--- src/rtl/x_stream_source.sv ---
// x_stream_source: holds one SIZE_X-word vector and streams it
// num_frames times over a valid/ready port with a 2-entry skid.
module x_stream_source #(
  parameter  int WIDTH      = 16,
  parameter  int SIZE_X     = 32,
  parameter  int MAX_FRAMES = 255,
  localparam int LOGSIZE_X  = $clog2(SIZE_X),
  localparam int LOGFRAMES  = $clog2(MAX_FRAMES + 1)
) (
  input  logic                 clk,
  input  logic                 reset,
  input  logic                 wr_en,
  input  logic [LOGSIZE_X-1:0] wr_addr,
  input  logic [WIDTH-1:0]     wr_data,
  input  logic                 start,
  input  logic [LOGFRAMES-1:0] num_frames,
  output logic [WIDTH-1:0]     x_data,
  output logic                 x_valid,
  input  logic                 x_ready,
  output logic                 busy,
  output logic                 done
);

  typedef enum logic [1:0] {
    IDLE,
    PRIME,
    STREAM
  } state_t;

  localparam logic [LOGSIZE_X-1:0] LAST_W = LOGSIZE_X'(SIZE_X - 1);
  localparam logic [LOGFRAMES-1:0] ONE_F  = LOGFRAMES'(1);

  state_t state;
  state_t state_nx;

  logic [WIDTH-1:0]     mem [SIZE_X];
  logic [WIDTH-1:0]     mem_q;
  logic                 q_valid;
  logic [WIDTH-1:0]     skid_data;
  logic                 skid_valid;

  logic [LOGSIZE_X-1:0] rd_addr;
  logic [LOGFRAMES-1:0] rd_frame;
  logic                 rd_done;
  logic [LOGSIZE_X-1:0] tx_word;
  logic [LOGFRAMES-1:0] tx_frame;
  logic [LOGFRAMES-1:0] frames;

  logic       go;
  logic       go_zero;
  logic       xfer;
  logic       pop;
  logic       rd_en;
  logic       rd_last;
  logic       last_xfer;
  logic [1:0] occ;

  assign busy = (state != IDLE);

  // Handshake, occupancy and read-issue decisions
  always_comb begin
    go        = (state == IDLE) && start && (num_frames != '0);
    go_zero   = (state == IDLE) && start && (num_frames == '0);
    xfer      = x_valid && x_ready;
    pop       = !x_valid || xfer;
    // words held in out/skid after this edge, before the new read lands
    occ       = 2'(x_valid) + 2'(skid_valid) + 2'(q_valid) - 2'(xfer);
    rd_en     = (state != IDLE) && !rd_done && (occ <= 2'd1);
    rd_last   = (rd_addr == LAST_W) && (rd_frame == frames - ONE_F);
    last_xfer = xfer && (tx_word == LAST_W)
                && (tx_frame == frames - ONE_F);
  end

  // Next-state logic
  always_comb begin
    state_nx = state;
    unique case (state)
      IDLE:    if (go) state_nx = PRIME;
      PRIME:   state_nx = STREAM;
      STREAM:  if (last_xfer) state_nx = IDLE;
      default: state_nx = IDLE;
    endcase
  end

  // State register
  always_ff @(posedge clk or negedge reset) begin
    if (!reset) state <= IDLE;
    else        state <= state_nx;
  end

  // Vector storage: writes only while idle, registered read
  always_ff @(posedge clk) begin
    if (wr_en && !busy) mem[wr_addr] <= wr_data;
    if (rd_en)          mem_q <= mem[rd_addr];
  end

  // Read/transfer counters and the done pulse
  always_ff @(posedge clk or negedge reset) begin
    if (!reset) begin
      rd_addr  <= '0;
      rd_frame <= '0;
      rd_done  <= 1'b0;
      tx_word  <= '0;
      tx_frame <= '0;
      frames   <= '0;
      q_valid  <= 1'b0;
      done     <= 1'b0;
    end else begin
      done    <= go_zero || last_xfer;
      q_valid <= rd_en;
      if (go) begin
        frames   <= num_frames;
        rd_addr  <= '0;
        rd_frame <= '0;
        rd_done  <= 1'b0;
        tx_word  <= '0;
        tx_frame <= '0;
      end else begin
        if (rd_en) begin
          rd_addr <= (rd_addr == LAST_W) ? '0 : rd_addr + 1'b1;
          if (rd_addr == LAST_W) rd_frame <= rd_frame + ONE_F;
          if (rd_last)           rd_done  <= 1'b1;
        end
        if (xfer) begin
          tx_word <= (tx_word == LAST_W) ? '0 : tx_word + 1'b1;
          if (tx_word == LAST_W) tx_frame <= tx_frame + ONE_F;
        end
      end
    end
  end

  // Output register plus skid slot fed by the read pipeline
  always_ff @(posedge clk or negedge reset) begin
    if (!reset) begin
      x_data     <= '0;
      x_valid    <= 1'b0;
      skid_data  <= '0;
      skid_valid <= 1'b0;
    end else if (pop) begin
      if (skid_valid) begin
        x_data     <= skid_data;
        x_valid    <= 1'b1;
        skid_valid <= q_valid;
        if (q_valid) skid_data <= mem_q;
      end else if (q_valid) begin
        x_data  <= mem_q;
        x_valid <= 1'b1;
      end else begin
        x_valid <= 1'b0;
      end
    end else if (q_valid) begin
      skid_data  <= mem_q;
      skid_valid <= 1'b1;
    end
  end

endmodule

--- config.mk ---
export PLATFORM = sky130hd
export DESIGN_NAME = x_stream_source
export DESIGN_NICKNAME = d
export VERILOG_FILES = /design/src/rtl/x_stream_source.sv
export SDC_FILE = /design/constraint.sdc
export NUM_CORES = 1
export LEC_CHECK = 0
export ABC_AREA = 0
export BUFFER_PORTS_ARGS = -buffer_cell sky130_fd_sc_hd__buf_2
export CAP_MARGIN = 15
export CORE_MARGIN = 2
export CORE_UTILIZATION = 50
export CTS_BUF_LIST = sky130_fd_sc_hd__clkbuf_16
export DETAILED_ROUTE_END_ITERATION = 12
export PLACE_DENSITY = 0.66
export RECOVER_POWER = 25
export SYNTH_ARGS = -nofsm -noshare
export SYNTH_HDL_FRONTEND = slang
export SYNTH_SLANG_ARGS = --single-unit
--- constraint.sdc ---
create_clock -name clk -period 4.69 [get_ports clk]
set_input_delay 0.469 -clock clk [delete_from_list [all_inputs] [get_ports clk]]
set_output_delay 0.469 -clock clk [all_outputs]
set_load 0.05 [all_outputs]
# ---- Yosys cells after proc, flatten, opt, wreduce, memory -nomap -nowiden
# Memories as Yosys holds them, arrays and structs flattened. A register that Yosys moved wholly into a read port is not among the register bits.
# Index checks and enable logic that the tools add are counted.
dict set report word_totals {
  regBits 73
  latchBits 0
  ramBits 512
  mem_bits_ro 0
  inputBits 34
  out_inout_bits 19
  word_cells 93
  mem_count 1
}
# memory depth width read_ports rd_clocked_by_memory_dff wr line
set memory_table {}
lappend memory_table {mem 32 16 1 1 1 36} ;# logic [WIDTH-1:0] mem [SIZE_X];
dict set report classes {
  add_sub_neg 8
  n_mul 0
  n_div 0
  magnitude_cmp 1
  eq_ne 9
  shift 0
  n_mux 30
  bitwise_logic 0
  reduce_logical 31
}
# op n
set op_table {}
lappend op_table {{two-way mux 16 bit} 5}
lappend op_table {{two-way mux 8 bit} 6}
lappend op_table {{two-way mux 5 bit} 6}
lappend op_table {{adder 8 x 1 -> 8 bit (second input constant)} 2}
lappend op_table {{equality test 8 bit} 2}
lappend op_table {{nonzero test 2 bit} 8}
lappend op_table {{adder 5 x 1 -> 5 bit (second input constant)} 2}
lappend op_table {{equality test 5 bit (second input constant)} 2}
lappend op_table {{logical AND 1 bit} 10}
lappend op_table {{two-way mux 1 bit} 10}
lappend op_table {{AND reduction 2 bit} 5}
lappend op_table {{logical NOT 8 bit} 1}
lappend op_table {{nonzero test 8 bit} 1}
lappend op_table {{subtractor 8 x 1 -> 8 bit (second input constant)} 1}
lappend op_table {{inequality test 2 bit (second input constant)} 3}
lappend op_table {{one-hot mux 2 bit (3 select lines)} 1}
lappend op_table {{two-way mux 2 bit} 2}
lappend op_table {{logical NOT 1 bit} 3}
lappend op_table {{adder 1 x 1 -> 2 bit} 1}
lappend op_table {{adder 2 x 1 -> 2 bit} 1}
lappend op_table {{equality test 2 x 1 -> 1 bit (second input constant)} 1}
lappend op_table {{equality test 2 bit (second input constant)} 1}
lappend op_table {{<= comparator 2 x 1 -> 1 bit (second input constant)} 1}
lappend op_table {{logical NOT 2 bit} 1}
lappend op_table {{other kinds (2)} 3}

# ---- Depth between registers and ports, before layout
dict set report logic_depth {
  depth_word 7
  mapped_depth 12
}

# ---- Worst setup path after synthesis
# Ideal clock, no wire load.
dict set report synth_timing {
  path_type {register to register}
  start {register x_valid}
  end {register rd_frame[7]}
  setup_time_ns 0.132
  t_arrival_ns 2.876
  required_ns 4.558
  path_slack_ns 1.682
  stages_incl_launch_ff 13
  synth_period_minus_slack_ns 3.008
  cell_sequence {dfrtp_1 -> nand2_1 -> inv_1 -> ha_1 -> inv_1 -> ha_1 -> a21oi_1 -> xnor2_1 -> or4b_1 -> buf_2 -> nor4_2 -> xnor2_1 -> nor2_1}
}
dict set report synth_between {
  elab_chain_len 7
}
# element line
set synth_lines {}
lappend synth_lines {{start, declared} 18} ;# output logic x_valid,
lappend synth_lines {{start signal, assigned} 136} ;# x_valid <= 1'b0;
lappend synth_lines {{start signal, assigned} 142} ;# x_valid <= 1'b1;
lappend synth_lines {{start signal, assigned} 147} ;# x_valid <= 1'b1;
lappend synth_lines {{adder 1 x 1 -> 2 bit} 67} ;# occ = 2'(x_valid) + 2'(skid_valid) + 2'(q_valid) - 2'(xfer);
lappend synth_lines {{adder 2 x 1 -> 2 bit} 67}
lappend synth_lines {{subtractor 2 x 1 -> 2 bit *} 67}
lappend synth_lines {{<= comparator 2 x 1 -> 1 bit *} 68} ;# rd_en = (state != IDLE) && !rd_done && (occ <= 2'd1);
lappend synth_lines {{logical AND 1 bit *} 68}
lappend synth_lines {{nonzero test 2 bit (no line) *} n/a}
lappend synth_lines {{AND reduction 2 bit (no line) *} n/a}
lappend synth_lines {{end signal, assigned} 121} ;# if (rd_addr == LAST_W) rd_frame <= rd_frame + ONE_F;
lappend synth_lines {{end, declared} 43} ;# logic [LOGFRAMES-1:0] rd_frame;
# Mark *: on every way between the ends. The rest lies on a longest branch, timed or not.
# A chain may end at the register's enable or synchronous reset.

# ---- Final worst setup path
dict set report layout_timing {
  start {register skid_valid}
  end {register rd_frame[7]}
}
dict set report layout_between {
  elab_chain_len 7
}
# element line
set layout_lines {}
lappend layout_lines {{start, declared} 40} ;# logic skid_valid;
lappend layout_lines {{start signal, assigned} 143} ;# skid_valid <= q_valid;
lappend layout_lines {{adder 1 x 1 -> 2 bit} 67}
lappend layout_lines {{adder 2 x 1 -> 2 bit} 67}
lappend layout_lines {{subtractor 2 x 1 -> 2 bit} 67}
lappend layout_lines {{<= comparator 2 x 1 -> 1 bit} 68}
lappend layout_lines {{logical AND 1 bit} 68}
lappend layout_lines {{nonzero test 2 bit (no line)} n/a}
lappend layout_lines {{AND reduction 2 bit (no line)} n/a}
# Every way passes these cells.

==> load_flow_metrics.sql <==
INSERT INTO impl_metrics (metric_group, metric, value, unit) VALUES
('run_status', 'outcome', 'complete, but fails checks', ''),
('run_status', 'violated_checks', 'negative hold slack', ''),
('worst_setup_path', 'worst-endpoint-arrival', '3560', 'ps'),
('cells_and_area', 'layout.cells.most_common_list', 'sky130_fd_sc_hd__edfxtp_1, sky130_fd_sc_hd__mux4_2, sky130_fd_sc_hd__dfrtp_1', ''),
('pwr', 'seqPwrFrac', '43.2', '%'),
('pwr', 'power.share.clock', '32.0', '%'),
('placement', 'gp_routability_congestion', '0.7873', ''),
('clock_tree', 'cts_buffer_depth', '3', ''),
('synth', 'synth-seq-area-share', '74.21', '%'),
('detailed_routing', 'antenna_violating_nets_post_route', '0', ''),
('synth', 'netlist_instances', '1166', ''),
('synth', 'syn_nets', '1209', ''),
('placement', 'port_buffers', '52', ''),
('clock_tree', 'postCtsSetupBuffers', '0', ''),
('synth', 'synth_compound_area_share', '1.638', '%'),
('synth', 'ys_async_sr_fraction', '12.15', '%'),
('worst_setup_path', 'crit_path_max_fanout', '21', ''),
('timing', 'final_worst_path_setup_slack', '1592', 'ps'),
('pwr', 'internal-power', '11.02', 'mW'),
('detailed_routing', 'post_drt_via_cell_ratio', '5.888', ''),
('synth', 'ys_ff_latch', '601', ''),
('clock_tree', 'cts_inserted_buffers', '57', ''),
('global_route', 'grt_pass1_vias', '11630', ''),
('placement', 'pre_cts_slack', '1481', 'ps'),
('cells_and_area', 'post_route_cells_drive_above_1_share', '31.88', '%'),
('floorplanning', 'starting_density_of_the_core', '50.96', '%'),
('synth', 'post_synth_instance_area', '0.02383', 'mm²'),
('cells_and_area', 'finalNonFillerCells', '1920', ''),
('worst_setup_path', 'rr_startpoint', 'skid_valid$_DFFE_PN0P_', ''),
('floorplanning', 'dieWidth', '222.3', 'µm'),
('synth', 'synthesis.yosys.warnings', '0', ''),
('clock_tree', 'path_clk_slew', '60', 'ps'),
('floorplanning', 'ios', '53', ''),
('pwr', 'vdd_ir_drop_max', '0.0004149', 'V'),
('floorplanning', 'core.rowCount', '79', ''),
('timing', 'timing_max_transition_violations_final', '0', ''),
('synth', 'yosys.cell_types.count', '47', ''),
('detailed_routing', 'drt_iter0_drc', '960', ''),
('detailed_routing', 'post-route-drc-count', '0', ''),
('synth', 'synth_mux_area_share', '17.72', '%'),
('pwr', 'power.combinational.fraction', '24.9', '%'),
('pwr', 'static-leakage-power', '8.900', 'nW'),
('timing', 'setup_viol_count_final', '0', ''),
('cells_and_area', 'finish.net_count', '1303', ''),
('cells_and_area', 'final_common_cell', 'sky130_fd_sc_hd__edfxtp_1', ''),
('clock_tree', 'htree_num_levels', '2', ''),
('timing', 'fmaxAchievable', '322.8', 'MHz'),
('synth', 'synthSimpleGateAreaFrac', '3.371', '%'),
('timing', 'report.final.hold_viol_count', '7', ''),
('pwr', 'power.switching', '4.307', 'mW'),
('placement', 'hpwl_after_detailed_placement', '28440', 'µm'),
('timing', 'final_period_demand_of_the_worst_path', '3098', 'ps'),
('timing', 'timing.hold.ws', '-24.40', 'ps'),
('pwr', 'power_per_cell_area', '567.2', 'mW/mm²'),
('global_route', 'gr-usage-all-layers', '20.47', '%'),
('clock_tree', 'cts_tree', 'done', ''),
('floorplanning', 'fp.dieH', '222.3', 'µm'),
('min_path', 'hp-class', 'in2async', ''),
('synth', 'synth-xor-area-share', '1.029', '%'),
('global_route', 'grt_overflow_total', '0', ''),
('synth', 'main_combinational_cell_family_by_area_after_synthesis', 'multiplexers', ''),
('worst_setup_path', 'setup.worst_path.end_class', 'register', ''),
('global_route', 'grt_pass1_wl', '74380', 'µm'),
('detailed_routing', 'detailroute.via_count', '11300', ''),
('clock_tree', 'post_cts.resized_instances', '0', ''),
('timing', 'setup-tns-final', '0', 'ps'),
('synth', 'synth_enable_flop_cells', '528', ''),
('job', 'timing.max_cap.violations', '0', ''),
('worst_setup_path', 'regToRegEndpoint', 'rd_frame[7]$_DFFE_PN0P_', ''),
('worst_setup_path', 'crit_path_start_kind', 'register', ''),
('pwr', 'power.total', '15.33', 'mW');
[power groups by stage]
stage	combinational, mW	clock, mW	sequential (mW)
6_report	3.81	4.90	6.61
5_1_grt	4.09	5.20	6.68
4_1_cts	3.88	5.00	6.63
3_5_place_dp	3.86	0	6.74
3_3_place_gp	3.82	0	6.73
2_1_floorplan	2.86	0	6.69
[metrics by stage]
stage	utilization [%]	cell area [µm²]
2_1_floorplan	-	23830
3_3_place_gp	53.49	25010
3_5_place_dp	53.49	25010
4_1_cts	57.80	27030
5_1_grt	57.78	27020
6_report	57.79	27020
[cells in the mapped netlist, drive strengths merged, types with 6 or more instances]
| cell type | n |
|---|---|
| mux4 | 160 |
| nand3b | 6 |
| nor3 | 6 |
| xnor2 | 14 |
| xor2 | 14 |
| nor4 | 7 |
| nand2 | 27 |
| nand4 | 7 |
| mux2 | 38 |
| or3 | 9 |
| a21oi | 34 |
| edfxtp | 528 |
| clkbuf | 37 |
| o21ai | 19 |
| dfrtp | 73 |
| nand3 | 10 |
| ha | 9 |
| mux2i | 19 |
| nor2 | 81 |
| inv | 11 |
| buf | 25 |
[flip-flops by register name (all words and copies together) (netlist names)]
register / flops
done: 1
x_data: 16
state: 2
rd_done: 1
mem: 512
skid_data: 16
mem_q: 16
x_valid: 1
q_valid: 1
rd_frame: 8
frames: 8
tx_word: 5
skid_valid: 1
rd_addr: 5
tx_frame: 8
[worst max-delay path, stage by stage (launching register included)]
cell	delay, ps
sky130_fd_sc_hd__dfrtp_1	990
sky130_fd_sc_hd__ha_1	370
sky130_fd_sc_hd__a21oi_1	180
sky130_fd_sc_hd__xnor2_1	110
sky130_fd_sc_hd__or4b_1	700
sky130_fd_sc_hd__nor4_2	390
sky130_fd_sc_hd__xnor2_1	160
sky130_fd_sc_hd__nor2_1	50
[logic make-up after synthesis]
family                     after synthesis
and+or+nand+nor                        168
muxes                                  217
adders and majority gates               10
buffers and inverters                   73
xor gates and xnor gates                28
AOI/OAI and AO/OA                       69
DFF                                    601
[worst max path at each step]
| stage | end | slack (ps) | from | cells after the start |
|---|---|---|---|---|
| final | rd_frame[7]$_DFFE_PN0P_ | 1590 | skid_valid$_DFFE_PN0P_ | 7 |
| after global routing | rd_frame[7]$_DFFE_PN0P_ | 1390 | x_valid$_DFFE_PN0N_ | 11 |
| after CTS | rd_frame[7]$_DFFE_PN0P_ | 1590 | skid_valid$_DFFE_PN0P_ | 7 |
| after detailed placement | rd_frame[7]$_DFFE_PN0P_ | 1480 | x_ready | 12 |
| after global placement | rd_frame[7]$_DFFE_PN0P_ | 1520 | x_ready | 12 |
| after floorplan | rd_frame[7]$_DFFE_PN0P_ | 1680 | x_valid$_DFFE_PN0N_ | 12 |
[layout make-up]
class,instances,area [µm²],share of cell area (%)
inverters,11,41.29,0.1528
multi-input cells,492,5866,21.71
clock inverters,50,590.6,2.186
flip-flops and latches,601,17690,65.48
clock buffers,57,1426,5.279
repair buffers,97,633.1,2.343
well taps,607,759.5,2.811
diodes,5,12.51,0.04630
[layer usage]
layer / vias to the layer above / global-route usage (%) / wire, µm
met3: 58 / 4.523 / 3394
met2: 334 / 32.77 / 24020
met1: 5975 / 29.08 / 21150
li1: 4935 / - / -
met4: 2 / 4.861 / 770
met5: - / 0 / 13
Note: power is estimated with default switching activity, not from simulation.
